### src/rtl/qtag.sv
// qtag: merges two eot-delimited queue streams into one tagged stream.
// Output word layout is {eot, ctrl, data}. ctrl is the source index, and the
// source data is zero-extended to W_DOUT.
// Once a source wins arbitration, it keeps the output until it sends a word
// with all eot bits set.
// Optional feature: define QTAG_RR_EN to use round-robin arbitration on IDLE
// conflicts. When it is undefined, din0 has fixed priority.
//
// state | meaning
// IDLE  | no open transaction; arbitrate between valid inputs
// LOCK0 | din0 transaction open; only din0 may transfer
// LOCK1 | din1 transaction open; only din1 may transfer
module qtag #(
  parameter int W_DIN0 = 16,
  parameter int W_DIN1 = 16,
  parameter int W_DOUT = 16,
  parameter int LVL    = 1
) (
  input  logic                    i_clk,
  input  logic                    i_rst_n,
  input  logic [LVL+W_DIN0-1:0]   i_din0_data,
  input  logic                    i_din0_valid,
  output logic                    o_din0_ready,
  input  logic [LVL+W_DIN1-1:0]   i_din1_data,
  input  logic                    i_din1_valid,
  output logic                    o_din1_ready,
  output logic [LVL+W_DOUT:0]     o_dout_data,
  output logic                    o_dout_valid,
  input  logic                    i_dout_ready
);

  generate
    if (W_DOUT < W_DIN0 || W_DOUT < W_DIN1) begin : g_width_err
      $error("qtag: W_DOUT must be >= max(W_DIN0, W_DIN1)");
    end
  endgenerate

  typedef enum logic [1:0] {
    IDLE  = 2'd0,
    LOCK0 = 2'd1,
    LOCK1 = 2'd2
  } state_t;

  state_t                 r_state;
  logic                   r_valid;
  logic [LVL+W_DOUT:0]    r_data;

  logic                   w_prio;
  logic                   w_load_ok;
  logic                   w_gnt0;
  logic                   w_gnt1;
  logic                   w_acc0;
  logic                   w_acc1;
  logic [LVL-1:0]         w_eot0;
  logic [LVL-1:0]         w_eot1;
  logic                   w_end0;
  logic                   w_end1;
  logic [LVL+W_DOUT:0]    w_word0;
  logic [LVL+W_DOUT:0]    w_word1;

`ifdef QTAG_RR_EN
  logic                   r_prio;
  assign w_prio = r_prio;
`else
  assign w_prio = 1'b0;
`endif

  assign w_eot0  = i_din0_data[LVL+W_DIN0-1:W_DIN0];
  assign w_eot1  = i_din1_data[LVL+W_DIN1-1:W_DIN1];
  assign w_end0  = &w_eot0;
  assign w_end1  = &w_eot1;
  assign w_word0 = {w_eot0, 1'b0, W_DOUT'(i_din0_data[W_DIN0-1:0])};
  assign w_word1 = {w_eot1, 1'b1, W_DOUT'(i_din1_data[W_DIN1-1:0])};

  // The output register can accept a word when it is empty or is draining this cycle.
  assign w_load_ok = !r_valid || i_dout_ready;

  // Grant: a locked source keeps the grant; otherwise arbitrate in the same cycle.
  always_comb begin
    w_gnt0 = 1'b0;
    w_gnt1 = 1'b0;
    case (r_state)
      IDLE: begin
        w_gnt0 = i_din0_valid && (!i_din1_valid || !w_prio);
        w_gnt1 = i_din1_valid && (!i_din0_valid ||  w_prio);
      end
      LOCK0:   w_gnt0 = 1'b1;
      LOCK1:   w_gnt1 = 1'b1;
      default: ;
    endcase
  end

  // Ready is forced low while reset is asserted, even before the first clock edge.
  assign o_din0_ready = i_rst_n && w_gnt0 && w_load_ok;
  assign o_din1_ready = i_rst_n && w_gnt1 && w_load_ok;
  assign w_acc0       = o_din0_ready && i_din0_valid;
  assign w_acc1       = o_din1_ready && i_din1_valid;

  assign o_dout_valid = r_valid && i_rst_n;
  assign o_dout_data  = r_data;

  // Arbitration FSM, output register and round-robin pointer.
  always_ff @(posedge i_clk) begin
    if (!i_rst_n) begin
      r_state <= IDLE;
      r_valid <= 1'b0;
      r_data  <= '0;
`ifdef QTAG_RR_EN
      r_prio  <= 1'b0;
`endif
    end else begin
      if (w_acc0) begin
        r_data  <= w_word0;
        r_valid <= 1'b1;
        r_state <= w_end0 ? IDLE : LOCK0;
      end else if (w_acc1) begin
        r_data  <= w_word1;
        r_valid <= 1'b1;
        r_state <= w_end1 ? IDLE : LOCK1;
      end else if (i_dout_ready) begin
        r_valid <= 1'b0;
      end
`ifdef QTAG_RR_EN
      if (w_acc0 && w_end0) begin
        r_prio <= 1'b1;
      end else if (w_acc1 && w_end1) begin
        r_prio <= 1'b0;
      end
`endif
    end
  end

endmodule

### config.mk
export PLATFORM = sky130hd
export DESIGN_NAME = qtag
export DESIGN_NICKNAME = d
export VERILOG_FILES = /design/src/rtl/qtag.sv
export SDC_FILE = /design/constraint.sdc
export NUM_CORES = 1
export LEC_CHECK = 0
export CORE_ASPECT_RATIO = 0.6
export CORE_MARGIN = 3
export CORE_UTILIZATION = 33
export DETAILED_ROUTE_END_ITERATION = 8
export PLACE_DENSITY = 0.76
export SKIP_CTS_REPAIR_TIMING = 1
export SLEW_MARGIN = 20
export SYNTH_ARGS = -nofsm -noshare
export SYNTH_HDL_FRONTEND = slang
export SYNTH_SLANG_ARGS = --single-unit
### constraint.sdc
create_clock -name i_clk -period 1.3 [get_ports i_clk]
set_input_delay 0.26 -clock i_clk [delete_from_list [all_inputs] [get_ports i_clk]]
set_output_delay 0.26 -clock i_clk [all_outputs]
set_load 0.02 [all_outputs]
==> results.tsv, run 1 <==
metric	value	unit
run status	complete, but fails checks	
failing checks	negative setup slack	
via count	1223	
commonest cells after routing, fill and taps aside	clkdlybuf4s50_1 (34), nand2_1 (33), dlymetal6s2s_1 (23)	
FF+latch count, synth	21	
Critical Path AT	1530	ps
Worst-Margin Slew	345	ps
die width	76.3	µm
final core utilization	75.3	%
Mean Syn Cell Area	7.95	µm²
sw frac	30.3	%
Final Setup Violations	19	
setup TNS	-507	ps
die footprint	0.00368	mm²
Crit Path Class	register to register	
Clk Latency, worst-skew pair	260	ps
largest net degree at the start of global routing	33	
Starting DRT DRC Count	53	
Synth warnings	0	
# fillers	185	
CTS buffer count	3	
Layout Skew	4.30	ps
maximum clock frequency	726	MHz
most common cell after layout, fill and taps aside	clkdlybuf4s50_1	
Hold Path Class	input pin to register	
ANT cells	0	
Netlist cell types	23	
Port Buffers	59	
Root Driver	clkbuf_8	
Mapped Area	978	µm²
power after layout	1.80	mW
core area	0.00266	mm²
worst setup margin	-77.8	ps
CTS tree	done	
Synth Net Count	162	
fin crit share	106	%
Initial Utilization	36.7	%
area delta synth->final	105	%
antenna viol nets, final	0	
clk buf depth	2	
Final Hold Viols	0	
Pleak	1.08	nW
R2R Setup Slk	-80	ps
routed vias/inst	5.20	
relative slew slack	76.8	%
first-pass GRT wire length	5210	µm
power per cell area	900	mW/mm²
Comb pwr share	35.8	%
sequential area share after synthesis	43.0	%
initial antenna violation count	0	
vias in the first global route	1110	
Sw Pwr	547	µW
wire per inst	17.3	µm
proportion of layout cells with a drive suffix above 1	25.6	%
gr usage total	18.2	%
First-pass DRT Iterations	4	
Final #Nets	235	
Max Slew Vio Count	0	
Clock Power Share	23.3	%
Critical Path RT	1450	ps
RSZ-0062 raised after global routing	true	
Ports	60	
Clock Sinks	21	
# H-tree levels	1	
max cap viols	0	
global route overflow	0	
Internal	1.26	mW
CP Max Fanout	16	
Hold Slack	469	ps
Die Span Y	48.2	µm
Post-route DRC	0	
Cells after Synth	123	
total wire length	4070	µm
# rows	14	
HPWL after DPL	2440	µm
CTS clock-pin slew for the worst setup and hold paths	70	ps
CP Capture Type	register	
VDD IR max	0.499	mV
pre-CTS WS	-786	ps
Worst setup SP type	register	
gpl congestion	0.843	
Sequential Power Share	40.9	%
Period minus WS final	1380	ps
==> power groups by stage <==
stage                     combinational, mW  sequential [mW]  clock [mW]
final                                 0.647            0.738       0.420
after global routing                  0.688            0.743       0.454
after CTS                             0.530            0.729       0.431
after detailed placement              0.526            0.744           0
after global placement                0.513            0.739           0
after floorplan                       0.190            0.800           0
==> flip-flops by register name, summed over array words and instances, names as in the netlist <==
name         cells
o_dout_data     18
r_valid          1
r_state          2
==> through the flow <==
stage	instance area, µm²	cells
after floorplan	978	123
after global placement	1660	226
after detailed placement	1660	226
after CTS	1700	230
after global routing	2010	235
final	2010	235
==> critical path, cell delays in order, from the launching register on <==
cell	delay, ps
dfxtp_2	360
buf_6	120
nor2b_4	40
buf_12	130
o211a_4	340
a311oi_1	270
==> cells in the mapped netlist <==
library cell	n	share of area (%)
nand2b_1	2	1.3
clkinv_1	1	0.38
o31ai_1	1	0.77
and4_4	1	1.2
nand3_1	1	0.51
buf_6	2	2.3
dfxtp_1	21	43
buf_4	1	0.77
a31oi_1	1	0.64
o211a_4	1	1.8
nor2_1	21	8.1
mux2i_1	1	1.0
nand2_1	34	13
clkbuf_1	1	0.38
and2_1	1	0.64
a21oi_1	2	1.0
a211oi_1	1	0.77
nor2b_2	1	0.90
buf_2	5	2.6
a311oi_1	17	15
inv_1	1	0.38
nor3_1	3	1.5
nor2b_1	3	1.9
==> final timing paths <==
check / cells past startpoint / end / from
setup / recovery: 5 / o_dout_data[15]$_SDFFE_PN0P_ / r_state[1]$_SDFFE_PN0P_
hold / removal: 4 / r_valid$_SDFFE_PN0P_ / i_dout_ready
setup reg to reg: 5 / o_dout_data[15]$_SDFFE_PN0P_ / r_state[1]$_SDFFE_PN0P_
hold reg to reg: 2 / o_dout_data[16]$_SDFFE_PP0N_ / o_dout_data[16]$_SDFFE_PP0N_
==> layer usage <==
metal | global-route usage, % | wire length, µm | up-vias
li1 | - | - | 579
met1 | 21.3 | 1700 | 585
met2 | 33.3 | 1950 | 57
met3 | 7.56 | 407 | 2
met4 | 3.25 | 14 | 0
met5 | 0 | 0 | -
==> cell families after synthesis <==
group,synth area share (%)
DFF,43.0
buffers and inverters,6.78
muxes,1.02
and+or+nand+nor,29.0
AOI/OAI and AO/OA,20.2
==> cell type report <==
type	instances	area (µm²)	share of cell area, %
Clock buffer	4	45.0	2.25
Inverter	2	7.51	0.374
Multi-Input combinational cell	93	644	32.1
Tap cell	40	50.0	2.50
Sequential cell	21	424	21.1
Timing Repair Buffer	75	835	41.6
Note: power is estimated with default switching activity, not from simulation.
==> inputs of run 2 (changes only) <==
--- a/config.mk
+++ b/config.mk
@@ -8,6 +8,7 @@
 export CORE_ASPECT_RATIO = 0.6
 export CORE_MARGIN = 3
 export CORE_UTILIZATION = 33
+export CTS_BUF_LIST = sky130_fd_sc_hd__clkbuf_4 sky130_fd_sc_hd__clkbuf_8 sky130_fd_sc_hd__clkbuf_16
 export DETAILED_ROUTE_END_ITERATION = 8
 export PLACE_DENSITY = 0.76
 export SKIP_CTS_REPAIR_TIMING = 1
==> run 2 against run 1 <==
The flow still finishes with violations (negative setup slack). Global-route usage increased by 0.17 points. Die area stayed put. Combinational power about the same. Sequential power hardly changed. Count of clock-buffer cells in the layout unchanged. Via count up 0.57%. Cell area grew 0.19%. Total power rose by 1.6%. Core utilization up 0.14 points. Setup slack better by 10 ps. Critical path type unchanged. Largest cell class unchanged.
==> results.tsv, run 2 (synthesis gave the netlist of run 1 again) <==
metric	value	unit	change
run status	complete, but fails checks		
failing checks	negative setup slack		
Root Driver	clkbuf_8		
Port Buffers	59		unchanged
hold path start	i_dout_ready		
power after layout	1.83	mW	+1.6%
setup TNS	-397	ps	+110 ps
Final #Nets	235		unchanged
gr usage total	18.4	%	+0.17 points
ANT cells	0		unchanged
worst setup margin	-67.5	ps	+10.3 ps
vias in the first global route	1128		+1.6%
commonest cells after routing, fill and taps aside	clkdlybuf4s50_1 (34), nand2_1 (33), dlymetal6s2s_1 (23)		
total wire length	4100	µm	+0.61%
Pleak	1.08	nW	+0.32%
First-pass DRT Iterations	4		unchanged
CP Capture Type	register		
CP Max Fanout	8		-8
number of flip-flops in the largest register	18		unchanged
wire per inst	17.4	µm	+0.61%
first-pass GRT wire length	5260	µm	+0.92%
multi-input combinational cell area	644	µm²	unchanged
Hold Path Class	input pin to register		
Stages on worst setup path	6		+1
Final Setup Violations	16		-3
global route overflow	0		unchanged
Period minus WS final	1370	ps	-10.3 ps
Hold Slack	467	ps	-1.96 ps
Critical Path RT	1470	ps	+20 ps
Ports	60		unchanged
power per cell area	912	mW/mm²	+1.4%
placed cells	226		unchanged
maximum clock frequency	731	MHz	+0.76%
# rows	14		unchanged
Final Non-Filler Cells	235		unchanged
critical-path cell list	buf_6 > nor2b_4 > buf_12 > o211a_4 > nor2_1 > a311oi_1		
initial antenna violation count	0		unchanged
R2R depth	6		+1
die width	76.3	µm	unchanged
clk buf depth	2		unchanged
# fillers	192		+3.8%
core area	0.00266	mm²	unchanged
via count	1230		+0.57%
Critical Path AT	1530	ps	about the same
CP bufs+invs	2		unchanged
area delta synth->final	105	%	
max cap viols	0		unchanged
VDD IR max	0.514	mV	+3.1%
Initial Utilization	36.7	%	unchanged
CTS tree	done		
Final Hold Viols	0		unchanged
fin crit share	105	%	-0.80 points
proportion of layout cells with a drive suffix above 1	26.2	%	+0.51 points
final core utilization	75.5	%	+0.14 points
Starting DRT DRC Count	74		+40%
RSZ-0062 raised after global routing	true		
most common cell after layout, fill and taps aside	clkdlybuf4s50_1		
antenna viol nets, final	0		unchanged
area occupied by registers	424	µm²	unchanged
Clk Latency, worst-skew pair	260	ps	about the same
Die Span Y	48.2	µm	unchanged
CTS clock-pin slew for the worst setup and hold paths	80	ps	about the same
CTS buffer count	3		unchanged
HPWL after DPL	2440	µm	unchanged
# H-tree levels	1		unchanged
largest net degree at the start of global routing	33		unchanged
Min-Delay Endpoint	r_valid$_SDFFE_PN0P_		
gpl congestion	0.843		unchanged
hold depth	4		unchanged
R2R Path Start	r_state[1]$_SDFFE_PN0P_		
RR Endpoint	o_dout_data[10]$_SDFFE_PN0P_		
Layout Skew	6.58	ps	+2.28 ps
Worst-Margin Slew	318	ps	-27.0 ps
Worst setup SP type	register		
CP peak stage delay	340	ps	-20 ps
slowest stage cell, crit path	dfxtp_2		
Post-route DRC	0		unchanged
Max Slew Vio Count	0		unchanged
routed vias/inst	5.23		+0.57%
Crit Path Class	register to register		
Clock Sinks	21		unchanged
CP delay by family, top	compound AO/OA/AOI/OAI gates		
die footprint	0.00368	mm²	unchanged
relative slew slack	78.6	%	+1.8 points
R2R Setup Slk	-70	ps	about the same
==> run 2: cell counts in the layout (fill, tap and decap cells not counted) <==
No cell type changed its count.
==> run 2: worst max-delay path by stage <==
stage | from | endpoint
2_1_floorplan | r_valid$_SDFFE_PN0P_ | o_din0_ready
3_3_place_gp | i_dout_ready | o_din1_ready
3_5_place_dp | i_dout_ready | o_din0_ready
4_1_cts | i_dout_ready | o_din0_ready
5_1_grt | r_state[1]$_SDFFE_PN0P_ | o_dout_data[10]$_SDFFE_PN0P_
6_report | r_state[1]$_SDFFE_PN0P_ | o_dout_data[10]$_SDFFE_PN0P_
==> run 2: tightest hold or removal path, stage by stage <==
cell,delay (ps)
dlymetal6s2s_1,110
nor2b_1,70
nor3_1,180
nor2_1,60
==> run 2: area by class of cell <==
cell class / count / share of cell area, %
Inverter: 2 / 0.374
Multi-Input combinational cell: 93 / 32.1
Clock buffer: 4 / 2.43
Sequential cell: 21 / 21.1
Timing Repair Buffer: 75 / 41.5
Tap cell: 40 / 2.49
==> run 2: metal layers <==
layer / share of wire [%] / up-vias / global-route usage, %
li1: - / 578 / -
met3: 9.7 / 6 / 7.56
met1: 42 / 584 / 21.3
met2: 47 / 62 / 34.0
met5: 0 / - / 0
met4: 1.1 / 0 / 3.25
==> run 2: power breakdown <==
group	total [mW]	internal, mW	switching [mW]	leakage [nW]
Sequential	0.737	0.699	0.0378	0.174
Combinational	0.647	0.339	0.308	0.883
Clock	0.449	0.239	0.210	0.0262
Total	1.83	1.28	0.555	1.08
==> run 2: metrics by stage <==
| stage | setup WS (ps) | area (µm²) |
|---|---|---|
| 2_1_floorplan | 2.01 | 978 |
| 3_3_place_gp | -676 | 1660 |
| 3_5_place_dp | -786 | 1660 |
| 4_1_cts | -789 | 1710 |
| 5_1_grt | -131 | 2010 |
| 6_report | -67.5 | 2010 |
==> inputs of run 3 (changes only) <==
--- a/config.mk
+++ b/config.mk
@@ -5,12 +5,14 @@
 export SDC_FILE = /design/constraint.sdc
 export NUM_CORES = 1
 export LEC_CHECK = 0
+export CAP_MARGIN = 0
 export CORE_ASPECT_RATIO = 0.6
 export CORE_MARGIN = 3
 export CORE_UTILIZATION = 33
 export CTS_BUF_LIST = sky130_fd_sc_hd__clkbuf_4 sky130_fd_sc_hd__clkbuf_8 sky130_fd_sc_hd__clkbuf_16
 export DETAILED_ROUTE_END_ITERATION = 8
 export PLACE_DENSITY = 0.76
+export RECOVER_POWER = 50
 export SKIP_CTS_REPAIR_TIMING = 1
 export SLEW_MARGIN = 20
 export SYNTH_ARGS = -nofsm -noshare
==> run 3 against run 2 <==
The flow still finishes with violations (negative setup slack). Total power shrank 1.8%. Cell count stayed put. Clock power down 0.9%. Sequential power barely moved. Combinational power shrank 4.8%. Count of clock-buffer cells in the layout did not move. Maximum frequency is 0.20% higher. Die area stayed put. Routed wire length is essentially flat. Critical path type unchanged. Largest cell class unchanged.
==> results.tsv, run 3 (synthesis gave the netlist of run 1 again) <==
metric	value	unit	change
Hold Path Class	input pin to register		
Starting DRT DRC Count	80		+8.1%
ANT cells	0		unchanged
die width	76.3	µm	unchanged
first-pass GRT wire length	5260	µm	unchanged
Layout Skew	5.37	ps	-1.21 ps
proportion of layout cells with a drive suffix above 1	26.2	%	unchanged
Critical Path RT	1460	ps	about the same
largest net degree at the start of global routing	33		unchanged
R2R Setup Slk	-60	ps	about the same
Clk Latency, worst-skew pair	260	ps	about the same
core area	0.00266	mm²	unchanged
Post-route DRC	0		unchanged
HPWL after DPL	2440	µm	unchanged
Initial Utilization	36.7	%	unchanged
VDD IR max	0.508	mV	-1.1%
CTS buffer count	3		unchanged
Final Setup Violations	14		-2
total wire length	4100	µm	about the same
Clock Sinks	21		unchanged
RR Endpoint	o_dout_data[10]$_SDFFE_PN0P_		
wire per inst	17.4	µm	about the same
commonest cells after routing, fill and taps aside	clkdlybuf4s50_1 (34), nand2_1 (33), dfxtp_1 (18)		
Max Slew Vio Count	0		unchanged
Comb pwr share	34.2	%	-1.1 points
# rows	14		unchanged
CP bufs+invs	2		unchanged
CP Max Fanout	8		unchanged
slowest stage cell, crit path	dfxtp_2		
Internal	1.25	mW	-2.3%
gr usage total	18.4	%	unchanged
most common cell after layout, fill and taps aside	clkdlybuf4s50_1		
hold depth	4		unchanged
number of flip-flops in the largest register	18		unchanged
Die Span Y	48.2	µm	unchanged
RSZ-0062 raised after global routing	true		
First-pass DRT Iterations	4		unchanged
power per cell area	940	mW/mm²	+3.1%
maximum clock frequency	733	MHz	+0.20%
global route overflow	0		unchanged
run status	complete, but fails checks		
CP Capture Type	register		
Ports	60		unchanged
power after layout	1.80	mW	-1.8%
# H-tree levels	1		unchanged
Crit Path Class	register to register		
CTS clock-pin slew for the worst setup and hold paths	80	ps	about the same
sw frac	30.6	%	+0.33 points
Final #Nets	235		unchanged
die footprint	0.00368	mm²	unchanged
Final Instance Area	0.00191	mm²	-4.8%
Stages on worst setup path	6		unchanged
Final Hold Viols	0		unchanged
max cap viols	0		unchanged
Clock Power Share	24.7	%	+0.2 points
vias in the first global route	1128		unchanged
critical-path cell list	buf_6 > nor2b_4 > buf_12 > o211a_4 > nor2_1 > a311oi_1		
antenna viol nets, final	0		unchanged
via count	1246		+1.3%
final core utilization	71.9	%	-3.6 points
CP peak stage delay	340	ps	about the same
R2R Path Start	r_state[1]$_SDFFE_PN0P_		
pre-CTS WS	-786	ps	unchanged
hold path start	i_dout_ready		
Pleak	0.884	nW	-18%
Sw Pwr	551	µW	-0.79%
Worst-Margin Slew	318	ps	+0.599 ps
area delta synth->final	95.5	%	
CP delay by family, top	compound AO/OA/AOI/OAI gates		
Period minus WS final	1360	ps	-2.80 ps
CTS tree	done		
placed cell area	0.00166	mm²	unchanged
relative slew slack	78.6	%	about the same
fin crit share	105	%	-0.22 points
Worst setup SP type	register		
Sequential Power Share	41.1	%	+0.9 points
failing checks	negative setup slack		
clk buf depth	2		unchanged
initial antenna violation count	0		unchanged
gpl congestion	0.843		unchanged
routed vias/inst	5.30		+1.3%
R2R depth	6		unchanged
Min-Delay Endpoint	r_valid$_SDFFE_PN0P_		
worst setup margin	-64.7	ps	+2.80 ps
Critical Path AT	1530	ps	about the same
Root Driver	clkbuf_8		
Port Buffers	59		unchanged
[run 3: changes by cell type in the layout (fill, tap and decap cells not counted)]
| cell | delta |
|---|---|
| clkbuf_1 | +11 |
| dlymetal6s2s_1 | -11 |
[run 3: stage by stage]
stage	hold slack [ps]	TNS, ps	instances
floorplan	354	0	123
global placement	455	-11900	226
detailed placement	467	-13470	226
CTS	485	-11130	230
global route	524	-1330	235
finish	466	-304	235
[run 3: worst min-delay path: stages]
cell,delay (ps)
dlymetal6s2s_1,110
nor2b_1,70
nor3_1,180
nor2_1,60
[run 3: power groups by stage]
stage / Clock, mW / Sequential, mW / Combinational, mW
CTS: 0.453 / 0.729 / 0.531
floorplan: 0 / 0.800 / 0.190
finish: 0.445 / 0.739 / 0.616
global placement: 0 / 0.739 / 0.513
detailed placement: 0 / 0.744 / 0.526
global route: 0.476 / 0.744 / 0.659
[run 3: cell type report]
class	count	area (µm²)
sequential	21	424
tap	40	50.0
inverter	2	7.51
fill	211	749
clock buffer	4	48.8
timing repair buffer	75	738
multi-input combinational	93	644
[run 3: how the worst max path moves through the flow]
stage	startpoint	to	slack, ps
detailed placement	i_dout_ready	o_din0_ready	-790
global placement	i_dout_ready	o_din1_ready	-680
finish	r_state[1]$_SDFFE_PN0P_	o_dout_data[10]$_SDFFE_PN0P_	-60
CTS	i_dout_ready	o_din0_ready	-790
floorplan	r_valid$_SDFFE_PN0P_	o_din0_ready	2
global route	r_state[1]$_SDFFE_PN0P_	o_dout_data[10]$_SDFFE_PN0P_	-130
[run 3: metal layers]
metal	GRT usage, %	vias to the layer above	share of wire, %
met2	34.0	62	48
li1	-	580	-
met5	0	-	0
met4	3.25	0	0.34
met1	21.3	602	42
met3	7.56	2	9.5
